===== config.mk =====
export PLATFORM = sky130hd
export DESIGN_NAME = bcd_down_timer_flat
export DESIGN_NICKNAME = d
export VERILOG_FILES = /design/src/rtl/bcd_down_timer_pkg.sv /design/src/rtl/bcd_down_timer_if.sv /design/src/rtl/bcd_down_timer_digit.sv /design/src/rtl/bcd_down_timer.sv /design/src/flat_wrapper.sv
export SDC_FILE = /design/constraint.sdc
export NUM_CORES = 1
export LEC_CHECK = 0
export ABC_AREA = 1
export CAP_MARGIN = 10
export CORE_AREA = 2 2 50 52
export DETAILED_ROUTE_END_ITERATION = 6
export DIE_AREA = 0 0 52 54
export PLACE_DENSITY = 0.74
export SLEW_MARGIN = 20
export SYNTH_ARGS = -nofsm -noshare
export SYNTH_HDL_FRONTEND = slang
export SYNTH_SLANG_ARGS = --single-unit
export TNS_END_PERCENT = 10

===== constraint.sdc =====
create_clock -name clk -period 2 [get_ports clk]
set_input_delay 0.2 -clock clk [delete_from_list [all_inputs] [get_ports clk]]
set_output_delay 0.2 -clock clk [all_outputs]
set_load 0.05 [all_outputs]

===== src/rtl/bcd_down_timer_pkg.sv =====
// Shared types and constants for the two-digit BCD countdown timer.
`timescale 1ns/1ps
package bcd_timer_pkg;

  typedef enum logic [1:0] {
    ST_IDLE  = 2'd0,
    ST_RUN   = 2'd1,
    ST_PAUSE = 2'd2,
    ST_DONE  = 2'd3
  } state_t;

  localparam int            BCD_W   = 4;
  localparam logic [BCD_W-1:0] BCD_MAX = 4'd9;

  // Non-decimal nibbles clamp to 9 so the display never shows A-F.
  function automatic logic [BCD_W-1:0] bcd_sat(input logic [BCD_W-1:0] d);
    return (d > BCD_MAX) ? BCD_MAX : d;
  endfunction

endpackage


===== src/rtl/bcd_down_timer_if.sv =====
// Control/status bundle for bcd_down_timer; master drives commands, slave is the timer.
`timescale 1ns/1ps
interface bcd_down_timer_if;
  import bcd_timer_pkg::*;

  // load/start are single-cycle strobes and pause is a level, all sampled on the
  // rising clk edge with no ready/backpressure; status outputs are registered.
  logic       load;
  logic [7:0] load_val;
  logic       start;
  logic       pause;
  logic [3:0] tens;
  logic [3:0] ones;
  logic       busy;
  logic       done;
  state_t     state;

  modport master (
    output load, load_val, start, pause,
    input  tens, ones, busy, done, state
  );

  modport slave (
    input  load, load_val, start, pause,
    output tens, ones, busy, done, state
  );

endinterface


===== src/rtl/bcd_down_timer_digit.sv =====
// One decrementing BCD digit: load, 0->9 wrap on decrement, borrow-out when wrapping.
`timescale 1ns/1ps
module bcd_digit_dec
  import bcd_timer_pkg::*;
(
  input  logic             clk,
  input  logic             rst,
  input  logic             ld,
  input  logic [BCD_W-1:0] ld_val,
  input  logic             dec_en,
  output logic [BCD_W-1:0] q,
  output logic             borrow
);

  always_ff @(posedge clk or posedge rst) begin
    if (rst) begin
      q <= '0;
    end else if (ld) begin
      q <= ld_val;
    end else if (dec_en) begin
      q <= (q == '0) ? BCD_MAX : q - BCD_W'(1);
    end
  end

  assign borrow = dec_en & (q == '0);

endmodule


===== src/rtl/bcd_down_timer.sv =====
// Two-digit BCD countdown timer stepping once every PRESCALE clocks.
// Optional periodic mode: define BCD_DOWN_TIMER_AUTO_RELOAD_EN.
`timescale 1ns/1ps
module bcd_down_timer
  import bcd_timer_pkg::*;
#(
  parameter int PRESCALE = 10
) (
  input logic           clk,
  input logic           rst,
  bcd_down_timer_if.slave bus
);

  localparam int            PW   = (PRESCALE > 1) ? $clog2(PRESCALE) : 1;
  localparam logic [PW-1:0] LAST = PW'(PRESCALE - 1);

  state_t        state;
  logic [PW-1:0] presc;
  logic [3:0]    tens, ones;
  logic          busy_q, done_q;
  logic          counting, step, expire, reload_now, ld_any;
  logic          ones_borrow, tens_borrow;
  logic [7:0]    sat_val, ld_digits;

  assign sat_val  = {bcd_sat(bus.load_val[7:4]), bcd_sat(bus.load_val[3:0])};
  // A PAUSE cycle with pause released counts, so each paused cycle costs exactly one clock.
  assign counting = ~bus.load & ((state == ST_RUN) | (state == ST_PAUSE)) & ~bus.pause;
  assign step     = counting & (presc == LAST);
  assign expire   = step & (tens == 4'd0) & (ones == 4'd1);
  assign ld_any   = bus.load | reload_now;

`ifdef BCD_DOWN_TIMER_AUTO_RELOAD_EN
  logic [7:0] reload_q;

  always_ff @(posedge clk or posedge rst) begin
    if (rst) begin
      reload_q <= 8'h00;
    end else if (bus.load) begin
      reload_q <= sat_val;
    end
  end

  assign reload_now = expire & (reload_q != 8'h00);
  assign ld_digits  = bus.load ? sat_val : reload_q;
`else
  assign reload_now = 1'b0;
  assign ld_digits  = sat_val;
`endif

  bcd_digit_dec u_ones (
    .clk    (clk),
    .rst    (rst),
    .ld     (ld_any),
    .ld_val (ld_digits[3:0]),
    .dec_en (step),
    .q      (ones),
    .borrow (ones_borrow)
  );

  bcd_digit_dec u_tens (
    .clk    (clk),
    .rst    (rst),
    .ld     (ld_any),
    .ld_val (ld_digits[7:4]),
    .dec_en (ones_borrow),
    .q      (tens),
    .borrow (tens_borrow)
  );

  always_ff @(posedge clk or posedge rst) begin
    if (rst) begin
      presc <= '0;
    end else if (bus.load || (state == ST_IDLE && bus.start)) begin
      presc <= '0;
    end else if (counting) begin
      presc <= step ? '0 : presc + PW'(1);
    end
  end

  always_ff @(posedge clk or posedge rst) begin
    if (rst) begin
      state  <= ST_IDLE;
      busy_q <= 1'b0;
      done_q <= 1'b0;
    end else begin
      done_q <= 1'b0;
      if (bus.load) begin
        state  <= ST_IDLE;
        busy_q <= 1'b0;
      end else begin
        case (state)
          ST_IDLE: begin
            busy_q <= 1'b0;
            if (bus.start) begin
              if (tens != 4'd0 || ones != 4'd0) begin
                state  <= ST_RUN;
                busy_q <= 1'b1;
              end else begin
                state  <= ST_DONE;
                done_q <= 1'b1;
              end
            end
          end
          ST_RUN, ST_PAUSE: begin
            if (bus.pause) begin
              state  <= ST_PAUSE;
              busy_q <= 1'b1;
            end else if ((expire && !reload_now) || tens_borrow) begin
              // tens_borrow would mean stepping from 00; treat it as expiry too.
              state  <= ST_DONE;
              busy_q <= 1'b0;
              done_q <= 1'b1;
            end else begin
              state  <= ST_RUN;
              busy_q <= 1'b1;
              done_q <= reload_now;
            end
          end
          ST_DONE: begin
            state  <= ST_IDLE;
            busy_q <= 1'b0;
          end
          default: begin
            state  <= ST_IDLE;
            busy_q <= 1'b0;
          end
        endcase
      end
    end
  end

  assign bus.tens  = tens;
  assign bus.ones  = ones;
  assign bus.busy  = busy_q;
  assign bus.done  = done_q;
  assign bus.state = state;

endmodule


===== src/flat_wrapper.sv =====
// flat-port wrapper written by rule: the top's interface ports become plain ports
module bcd_down_timer_flat import bcd_timer_pkg::*;
#(
  parameter int PRESCALE = 10
)
  (clk, rst, bus_load, bus_load_val, bus_start, bus_pause, bus_tens, bus_ones, bus_busy, bus_done, bus_state);
  bcd_down_timer_if bus_i ();
  input logic clk;
  input logic rst;
  input wire logic [$bits(bus_i.load)-1:0] bus_load;
  input wire logic [$bits(bus_i.load_val)-1:0] bus_load_val;
  input wire logic [$bits(bus_i.start)-1:0] bus_start;
  input wire logic [$bits(bus_i.pause)-1:0] bus_pause;
  output wire logic [$bits(bus_i.tens)-1:0] bus_tens;
  output wire logic [$bits(bus_i.ones)-1:0] bus_ones;
  output wire logic [$bits(bus_i.busy)-1:0] bus_busy;
  output wire logic [$bits(bus_i.done)-1:0] bus_done;
  output wire logic [$bits(bus_i.state)-1:0] bus_state;
  assign bus_i.load = bus_load;
  assign bus_i.load_val = bus_load_val;
  assign bus_i.start = bus_start;
  assign bus_i.pause = bus_pause;
  assign bus_tens = bus_i.tens;
  assign bus_ones = bus_i.ones;
  assign bus_busy = bus_i.busy;
  assign bus_done = bus_i.done;
  assign bus_state = bus_i.state;
  bcd_down_timer #(.PRESCALE(PRESCALE)) u_core (.clk(clk), .rst(rst), .bus(bus_i));
endmodule

* After elaboration in Yosys (flattened, before gate mapping)
Cells that the tools add are included.
Word-level totals: bits of input ports 13, register bits 16
Cells by class: mux-type cells 29, reduce and logical (&&, ||, !) cells 13, equal/unequal tests 6, bitwise operators 10, $lt $le $gt $ge 2, add/subtract/negate cells 3
Operators with widths (count):
- $mux 4 | 11
- $mux 1 | 10
- $mux 2 | 5
- $gt 4x4->1 const B | 2
- $logic_not 4->1 | 2
- $reduce_bool 4->1 | 2
- $sub 4x1->4 const B | 2
- $and 1x1->1 | 7
- $pmux 2 s3 | 1
- $reduce_bool 2->1 | 3
- $add 4x1->4 const B | 1
- $eq 2x2->1 const B | 2
- $eq 4x1->1 const B | 1
- $eq 4x4->1 const B | 1
- $logic_or 1x1->1 | 3
- $ne 3x3->1 const B | 1
- $pmux 1 s3 | 1
- $eq 2x1->1 const B | 1
- $logic_not 2->1 | 1
- $not 1->1 | 2
- $pmux 1 s2 | 1
- $reduce_or 2->1 | 1
- $logic_and 1x1->1 | 1
- $or 1x1->1 | 1

* Logic depth before layout (Yosys ltp)
word-level depth 12, gate-level depth with buffers 10, depth with buffers taken out 10

* Cells and area by module
From an unflattened synthesis, not the netlist that was laid out.
Unflattened totals: cells, all modules 170, area total of the unflattened synthesis 1134.8 um^2
By module, submodules not included:
- bcd_down_timer | instances 1, sequential area each 200.2 um^2, area an instance 659.4 um^2, cells each 98
- bcd_digit_dec | instances 2, sequential area each 100.1 um^2, area an instance 237.7 um^2, cells each 36

* Least setup slack after synthesis
Ideal clock, no wire load.
path kind register to register, start reg u_core.state[0], in the netlist u_core.bus.state[0], end reg u_core.u_tens.q[3], required time 1878 ps, slack 148 ps, buffers on the path 0, data arrival time 1730 ps, cell stages (with the launch flop) 10, cell sequence dfrtp_1 -> inv_1 -> ha_1 -> nand3_4 -> nor2_4 -> nor2_4 -> nor2_4 -> inv_2 -> nand2_1 -> o21ai_2
On the way: longest elaborated chain between the ends 7, elaborated cells on any way between the ends 8, those cells by class 2 x eq/ne; 5 x bitwise; 1 x reduce/logical
Ends and longest elaborated chain:
- from (decl) | line bcd_down_timer.sv:17 | state_t state;
- from (signal assigned) | line bcd_down_timer.sv:82 | state <= ST_IDLE;
- from (signal assigned) | line bcd_down_timer.sv:88 | state <= ST_IDLE;
- from (signal assigned) | line bcd_down_timer.sv:96 | state <= ST_RUN;
- $eq 2x1->1 / $eq 2x2->1 (equally long branches) | line bcd_down_timer.sv:27 | assign counting = ~bus.load & ((state == ST_RUN) | (state == ST_PAUSE)) & ~bus.pause;
- $or 1x1->1 * | line bcd_down_timer.sv:27
- $and 1x1->1 * (2 in series) | line bcd_down_timer.sv:27
- $and 1x1->1 * | line bcd_down_timer.sv:28 | assign step = counting & (presc == LAST);
- $and 1x1->1 * | line bcd_down_timer_digit.sv:25 | assign borrow = dec_en & (q == '0);
- $reduce_bool 2->1 (no source line) *
- to (signal assigned) | line bcd_down_timer_digit.sv:19 | q <= ld_val;
- to (signal assigned) | line bcd_down_timer_digit.sv:21 | q <= (q == '0) ? BCD_MAX : q - BCD_W'(1);
- to (decl) | line bcd_down_timer_digit.sv:11 | output logic [BCD_W-1:0] q,
Every way passes the cells marked *; elsewhere a longest branch is shown, timed or not. A chain may end at the register's enable or synchronous reset.

* Worst setup path after layout
start reg u_core.u_tens.q[0], end out bus_tens[0]
RTL lines:
- to (decl) | line flat_wrapper.sv:14 | output wire logic [$bits(bus_i.tens)-1:0] bus_tens;
No word-level cell between the ends.

==> flow_summary.toml <==
[final_layout]
final_nets = 178
final_common_cell = "nand2_1"
finalInstanceArea_um2 = 1310
antenna_cells = 0
drive_gt1_frac = 0.101
area_growth_pct = 27.9
fin_util = 0.563
final_cell_mix = "nand2_1, clkdlybuf4s50_1, dfrtp_1, inv_1, nor2_1"

[routing]
final_antenna_net_count = 0
wire_per_inst_um = 11.8
drc = 0
drtIter0Drc = 16
routed_wl_um = 2240
via_per_inst = 5.12
dr.pass1.iters = 4
dr_total_vias = 968

[yosys]
syn_avg_cell_area_um2 = 7.68
yosys_register_bits = 16
synth_simple_gate_area_frac = 0.297
yosysWarnings = 0
mappedNetlistArea_um2 = 1020
synth_top_family_by_area = "simple AND/OR/NAND/NOR gates"
ys.flop_type = "dfrtp_1"
synth_fa_ha_area_frac = 0.0490
synthXorXnorAreaFrac = 0.0172
syn_inst = 133
synth-edff-count = 0
async_flop_share = 1.00
muxShareOfSynthArea = 0.00980
syn_nets = 150
ys_seq_area_frac = 0.392
yosysUniqueCellTypes = 24
synth-compound-area-share = 0.148

[critical_path]
reg2reg_setup_slack_ns = 0.35
cp_max_fo = 4
r2r_cells = 9
cp-end-kind = "output pin"
cp-start-kind = "register"
critPathSlowestCell = "clkdlybuf4s50_1"
path_class = "register to output pin"
worstPathCellList = "clkdlybuf4s50_1"
required_ns = 1.80
reg2reg_from = "u_core.bus.state[1]$_DFFE_PP0P_"
cp_data_arrival_time_ns = 1.55
cp.buffers_inverters = 1
r2r-end = "u_core.u_tens.q[3]$_DFFE_PP0P_"
critPathTopFamily = "buffers and inverters"
critPathMaxStageDelay_ns = 0.83

[power]
p_leak_nw = 0.597
ir_drop_uv = 1010
p_total_w = 0.00139
p_per_area_nw_per_um2 = 1060

[die]
rows = 18
dieWidth_um = 52
start_util = 0.440
die-area_um2 = 2810
io_pins = 25
die_h_um = 54
core_um2 = 2320

[sta]
fmax_mhz = 570
skew_ns = 0.00745
relSlewSlack = 0.589
rsz0062_at_grt = "false"
maxSlewViolCount = 0
post-route-min-period_ns = 1.75
setup_viol = 0
period_share = 0.877
final_hold_viol_count = 0
worst_pin_slew_ns = 0.616
setup_tns_ns = 0

[clock_network]
cts_made_buffers = 3
clkLatencyLatePin_ns = 0.29
h-tree-depth = 1
cts_tree = "done"
cts_root_buf = "clkbuf_4"
clkSlewWorstSetupHoldPaths_ns = 0.09
clockBufferDepth = 2
clock_sinks = 16
cts_setup_buffers = 0
cts-hold-fix-buffers = 0
cts_resized = 0

[outcome]
outcome = "complete, no violations"

[place]
place_area_um2 = 1280
place.gp.congestion = 0.899
dp_hpwl_um = 1780
portBuffers = 24

[grt]
grt_pass1_wl_um = 3940
antenna_found_initial = 0
grt_max_degree = 17
grt_pass1_vias = 966
grt_overflow = 0
track_usage = 0.193

[hold_path]
hold_class = "primary input to async pin"

[flow_run]
maxCapViolations = 0
==> kinds of logic after synthesis <==
kind of cell,Yosys count
adders and majority gates,4
xor gates and xnor gates,2
AOI/OAI and AO/OA,25
and+or+nand+nor,66
DFF,16
buffers and inverters,19
muxes,1
==> worst max-delay path by stage <==
stage | to | startpoint | cells after the start
2_1_floorplan | u_core.u_tens.q[3]$_DFFE_PP0P_ | u_core.bus.state[0]$_DFFE_PP0P_ | 9
3_3_place_gp | u_core.bus.state[0]$_DFFE_PP0P_ | bus_load | 6
3_5_place_dp | u_core.u_tens.q[3]$_DFFE_PP0P_ | u_core.bus.state[1]$_DFFE_PP0P_ | 9
4_1_cts | bus_tens[0] | u_core.u_tens.q[0]$_DFFE_PP0P_ | 1
5_1_grt | bus_ones[0] | u_core.u_ones.q[0]$_DFFE_PP0P_ | 1
6_report | bus_tens[0] | u_core.u_tens.q[0]$_DFFE_PP0P_ | 1
==> cells in the mapped netlist, drive strengths merged (2+ instances only) <==
cell type / count / share of area
nand2: 35 / 0.13
or2: 2 / 0.012
inv: 17 / 0.065
buf: 2 / 0.022
a21oi: 7 / 0.038
xor2: 2 / 0.017
o21ai: 13 / 0.071
ha: 4 / 0.049
nor2: 17 / 0.085
nand3: 11 / 0.066
dfrtp: 16 / 0.39
o22ai: 2 / 0.012
==> flip-flops by register name (all words and copies together) (netlist names) <==
register	flops
u_core.bus.done	1
u_core.u_tens.q	4
u_core.bus.busy	1
u_core.bus.state	2
u_core.presc	4
u_core.u_ones.q	4
==> per-layer routing <==
layer	global-route usage	routed length, um
met5	0	0
met4	0.132	74
met3	0.0361	110
met2	0.342	1100
met1	0.210	951
==> layout make-up <==
| type | instances | area [um2] |
|---|---|---|
| Clock buffer | 3 | 22.5 |
| Fill cell | 214 | 1010 |
| Inverter | 17 | 66.3 |
| Timing Repair Buffer | 25 | 248 |
| Tap cell | 30 | 37.5 |
| Multi-Input combinational cell | 98 | 532 |
| Sequential cell | 16 | 400 |
==> where the power goes <==
| part | leakage, nW | switching [W] | internal [W] |
|---|---|---|---|
| logic | 0.376 | 0.000497 | 0.000260 |
| registers | 0.208 | 0.0000634 | 0.000393 |
| clock network | 0.0138 | 0.000102 | 0.0000702 |
==> per-stage QoR <==
step           std cells  setup WS, ns  hold WS [ns]
2_1_floorplan        133         0.148         0.114
3_3_place_gp         186         0.382         0.488
4_1_cts              189         0.229         0.297
6_report             189         0.246         0.271
3_5_place_dp         186         0.365         0.504
5_1_grt              189         0.192         0.365
No activity file was read; power rests on OpenSTA's default activity.
